===== src/rtl/seg_scroll_scan.sv =====
// Scrolling segment buffer time-multiplexed onto a common-segment multi-digit 7-seg display.
// Optional macro SKIP_BLANK_EN: drop all-zero patterns instead of shifting them in.
module seg_scroll_scan #(
    parameter int unsigned NDIG     = 4,
    parameter int unsigned SCAN_DIV = 1000,
    parameter int unsigned DW       = 2
) (
    input  logic            clk,
    input  logic            rst_n,
    input  logic [6:0]      seg_in,
    input  logic            seg_valid,
    input  logic            clear,
    output logic [6:0]      seg_out,
    output logic [NDIG-1:0] an_out,
    output logic [DW-1:0]   digit_idx,
    output logic            scan_tick,
    output logic [7:0]      load_cnt
);

    localparam int unsigned SW = 7;
    localparam int unsigned CW = (SCAN_DIV > 1) ? $clog2(SCAN_DIV) : 1;
    localparam int unsigned LW = 8;

    logic [NDIG-1:0][SW-1:0] seg_buf_q, seg_buf_d;
    logic [CW-1:0]           div_cnt_q, div_cnt_d;
    logic [DW-1:0]           digit_idx_q, digit_idx_d;
    logic [SW-1:0]           seg_out_q, seg_out_d;
    logic [NDIG-1:0]         an_out_q, an_out_d;
    logic                    scan_tick_q, scan_tick_d;
    logic [LW-1:0]           load_cnt_q, load_cnt_d;
    logic                    wrap;
    logic                    load_en;

    always_comb begin
        wrap = (div_cnt_q == CW'(SCAN_DIV - 1));
`ifdef SKIP_BLANK_EN
        load_en = seg_valid && !clear && (seg_in != '0);
`else
        load_en = seg_valid && !clear;
`endif

        div_cnt_d   = wrap ? '0 : div_cnt_q + CW'(1);
        digit_idx_d = digit_idx_q;
        if (wrap) begin
            digit_idx_d = (digit_idx_q == DW'(NDIG - 1)) ? '0 : digit_idx_q + DW'(1);
        end

        // Clear has priority over a same-cycle load; the scan counters are untouched.
        seg_buf_d  = seg_buf_q;
        load_cnt_d = load_cnt_q;
        if (clear) begin
            seg_buf_d  = '0;
            load_cnt_d = '0;
        end else if (load_en) begin
            seg_buf_d = {seg_buf_q[NDIG-2:0], seg_in};
            if (load_cnt_q != '1) begin
                load_cnt_d = load_cnt_q + LW'(1);
            end
        end

        // Anodes go dark for the first cycle of every slot to hide the segment-bus change.
        seg_out_d   = seg_buf_q[digit_idx_q];
        an_out_d    = wrap ? '1 : ~(NDIG'(1) << digit_idx_q);
        scan_tick_d = wrap;
    end

    always_ff @(posedge clk or negedge rst_n) begin
        if (!rst_n) begin
            seg_buf_q   <= '0;
            div_cnt_q   <= '0;
            digit_idx_q <= '0;
            seg_out_q   <= '0;
            an_out_q    <= '1;
            scan_tick_q <= 1'b0;
            load_cnt_q  <= '0;
        end else begin
            seg_buf_q   <= seg_buf_d;
            div_cnt_q   <= div_cnt_d;
            digit_idx_q <= digit_idx_d;
            seg_out_q   <= seg_out_d;
            an_out_q    <= an_out_d;
            scan_tick_q <= scan_tick_d;
            load_cnt_q  <= load_cnt_d;
        end
    end

    assign seg_out   = seg_out_q;
    assign an_out    = an_out_q;
    assign digit_idx = digit_idx_q;
    assign scan_tick = scan_tick_q;
    assign load_cnt  = load_cnt_q;

endmodule


===== config.mk =====
export PLATFORM = sky130hd
export DESIGN_NAME = seg_scroll_scan
export DESIGN_NICKNAME = d
export VERILOG_FILES = /design/src/rtl/seg_scroll_scan.sv
export SDC_FILE = /design/constraint.sdc
export NUM_CORES = 1
export LEC_CHECK = 0
export ABC_AREA = 1
export CAP_MARGIN = 20
export CORE_MARGIN = 5
export CORE_UTILIZATION = 30
export DETAILED_ROUTE_END_ITERATION = 8
export SETUP_SLACK_MARGIN = 0.1
export SLEW_MARGIN = 25
export SYNTH_ARGS = -nofsm -noshare
export SYNTH_HDL_FRONTEND = slang
export SYNTH_SLANG_ARGS = --single-unit

===== constraint.sdc =====
create_clock -name clk -period 1.5 [get_ports clk]
set_clock_uncertainty 0.2 [all_clocks]
set_input_delay 0.15 -clock clk [delete_from_list [all_inputs] [get_ports clk]]
set_output_delay 0.15 -clock clk [all_outputs]
set_load 0.01 [all_outputs]

==> results of run 1 <==
-- how the worst min path moves through the flow --
stage	from	to	slack, ns
3_3_place_gp	rst_n	div_cnt_q[2]$_DFF_PN0_	-0.15
5_1_grt	rst_n	div_cnt_q[8]$_DFF_PN0_	0.03
2_1_floorplan	rst_n	digit_idx[0]$_DFFE_PN0N_	-0.35
3_5_place_dp	rst_n	div_cnt_q[8]$_DFF_PN0_	-0.15
4_1_cts	rst_n	div_cnt_q[8]$_DFF_PN0_	0.03
6_report	rst_n	div_cnt_q[2]$_DFF_PN0_	0.03
-- synth_stat cells, drive strengths merged --
cell type	count	area, µm²
nand2	75	299
dfrtp	56	1400
inv	33	124
nor2	33	149
a21oi	31	155
o21ai	28	140
nand3	18	95.1
buf	8	38.8
o22ai	7	43.8
ha	6	75.1
dfstp	4	105
clkbuf	3	11.3
nand4	3	33.8
a21o	2	15.0
a31oi	2	12.5
xor2	2	17.5
and3	1	6.26
and3b	1	8.76
clkinv	1	8.76
nor3	1	5.00
or2	1	6.26
xnor2	1	8.76
-- sequential cells by signal, summed over array words and instances, names as in the netlist --
name       cells
an_out         4
seg_buf_q     28
load_cnt       8
seg_out        7
digit_idx      2
scan_tick      1
div_cnt_q     10
-- repair_timing --
action / in CTS / in global routing
resized for setup: 48 / 28
endpoints found under the setup margin: 41 / 36
pin swaps: 4 / 5
gates cloned: 1 / 0
buffers inserted: 9 / 7
hold endpoints to repair: 56 / 0
hold buffers: 1 / 0
-- through the flow --
step / setup WS [ns] / area, µm²
after floorplan: 0.101 / 2780
after global placement: -0.0303 / 3320
after detailed placement: -0.0850 / 3320
after CTS: 0.0213 / 3600
after global routing: -0.00344 / 3690
final: 0.0902 / 3690
-- area by class of cell --
cell class / count / share of cell area
multi-input cells: 213 / 0.313
clock inverters: 5 / 0.0203
repair buffers: 62 / 0.145
well taps: 111 / 0.0376
clock buffers: 11 / 0.0383
flip-flops and latches: 60 / 0.410
inverters: 34 / 0.0359
-- report_power, final --
part           leakage [nW]  internal (mW)  switching, mW  total (mW)
logic                 0.938          0.104          0.132       0.236
clock network         0.113          0.973          0.608        1.58
registers             0.786           1.66         0.0267        1.69
total                  1.84           2.74          0.767        3.50
-- critical path: stages (launching register included) --
cell and delay, ns:
dfrtp_1 0.38, ha_2 0.22, nand2_4 0.07, nor2_4 0.13, nand4_4 0.14, clkinv_4 0.12
nor2_1 0.05
-- cell usage in the layout, fill, tap and decap left out, types with 3 or more instances in the layout --
cell type,netlist,routed
buf_12,0,3
o22ai_1,7,7
dfstp_2,4,4
clkdlybuf4s15_1,0,3
nor2_2,1,4
dlygate4sd2_1,0,9
clkinv_2,0,3
nand3_1,17,16
inv_2,1,5
nor2_4,3,4
nand2_4,1,3
clkbuf_8,0,10
inv_1,32,28
dfrtp_2,0,5
buf_2,7,5
clkdlybuf4s50_1,0,9
nand2_1,70,65
nand2_2,4,7
clkbuf_2,0,5
a21oi_1,31,30
nor2_1,29,25
buf_4,0,23
buf_6,0,4
o21ai_0,28,27
dfrtp_1,56,51
ha_1,6,4
-- layer usage --
layer,global-route usage,share of wire
met3,0.0407,0.059
met1,0.159,0.47
met2,0.179,0.46
met4,0.0472,0.016
met5,0,0
-- logic make-up after synthesis --
group                      after synthesis  share of synthesized area
and+or+nand+nor                        133                      0.218
adders and majority gates                6                     0.0272
buffers and inverters                   45                     0.0662
xor gates and xnor gates                 3                    0.00952
AOI/OAI and AO/OA                       70                      0.133
DFF                                     60                      0.546
==> results.cfg, run 1 <==
[status]
status = finished clean

[yosys]
ys_seq_area_frac = 0.546
synthesis.instances = 317
mappedNetlistArea_um2 = 2760
yosys_register_bits = 60
yosysWarnings = 0
syn-num-nets = 334
synth_cell_type_count = 30
syn_avg_cell_area_um2 = 8.71

[placement]
gp_congestion = 0.814
io_buffers = 32
dp_hpwl_um = 4170
dp_cells = 462

[floorplanning]
coreArea_um2 = 9110
rows = 35
fp.dieArea_um2 = 11200
die_w_um = 106
die_h_um = 106
ios = 33
initial_core_util = 0.303

[sta]
period_needed_ns = 1.41
fmax_mhz = 709
min_period_over_period = 0.940
hold_viol_final = 0
worst_pin_slew_ns = 0.292
setup_violations = 0
setup_tns_ns = 0
holdWs_ns = 0.0308
rsz0062_at_grt = yes
slew_headroom = 0.805
slew_violations = 0

[final_layout]
fin_util = 0.405
nets = 397
num-fill-cells = 913
multiInputGateArea_um2 = 1150
drive_above_1_share = 0.249
regArea_um2 = 1510
num_antenna_cells = 0
stdcell_count = 496
layout-area-overhead-vs-synth_pct = 33.7

[worst_setup_path]
cp_max_fo = 5
reg2reg_from = div_cnt_q[0]$_DFF_PN0_
endpoint_kind = flop
crit_type = flop to flop
critPathArrivalTime_ns = 1.42
crit_end = div_cnt_q[1]$_DFF_PN0_
r2r_cells = 6
worstSetupStartpoint = div_cnt_q[0]$_DFF_PN0_
cp-start-kind = flop
required_ns = 1.51
reg2reg_slack_ns = 0.09
rr_endpoint = div_cnt_q[1]$_DFF_PN0_

[power_and_ir_drop]
power_density_nw_per_um2 = 949
leakagePower_nw = 1.84
ir_worst_vdd_uv = 357
total_power_mw = 3.50

[routing]
post-route-drc-count = 0
routed_wl_um = 6220
ant_nets = 0
via_per_inst = 4.59
routed-via-count = 2278
wire_per_inst_um = 12.5
drt-initial-drc-count = 101
first_pass_iters = 4

[clock_tree]
clkTransAtPathRegs_ns = 0.07
h-tree-depth = 3
cts_buffers = 9
clk_path_buf_depth = 2
clk-insertion-delay-late_ns = 0.33
cts_tree = done
root_buffer = clkbuf_8
cts_sinks = 60

[grt]
grt_usage = 0.119
grt_max_degree = 51
antenna_found_initial = 0
grt_pass1_vias = 2244
grt_first_pass_wirelength_um = 10600
grt_overflow = 0

[flow_run]
cap_viol_max_count = 0

[min_path]
hp-class = primary input to async pin
Power figures use the tool's default switching activity.
==> run 2, diff against run 1 <==
--- a/config.mk
+++ b/config.mk
@@ -11,7 +11,7 @@
 export CORE_UTILIZATION = 30
 export DETAILED_ROUTE_END_ITERATION = 8
 export SETUP_SLACK_MARGIN = 0.1
-export SLEW_MARGIN = 25
+export SLEW_MARGIN = 20
 export SYNTH_ARGS = -nofsm -noshare
 export SYNTH_HDL_FRONTEND = slang
 export SYNTH_SLANG_ARGS = --single-unit
==> results of run 2 <==
Final layout, timing and power as in run 1 (identical DEF).
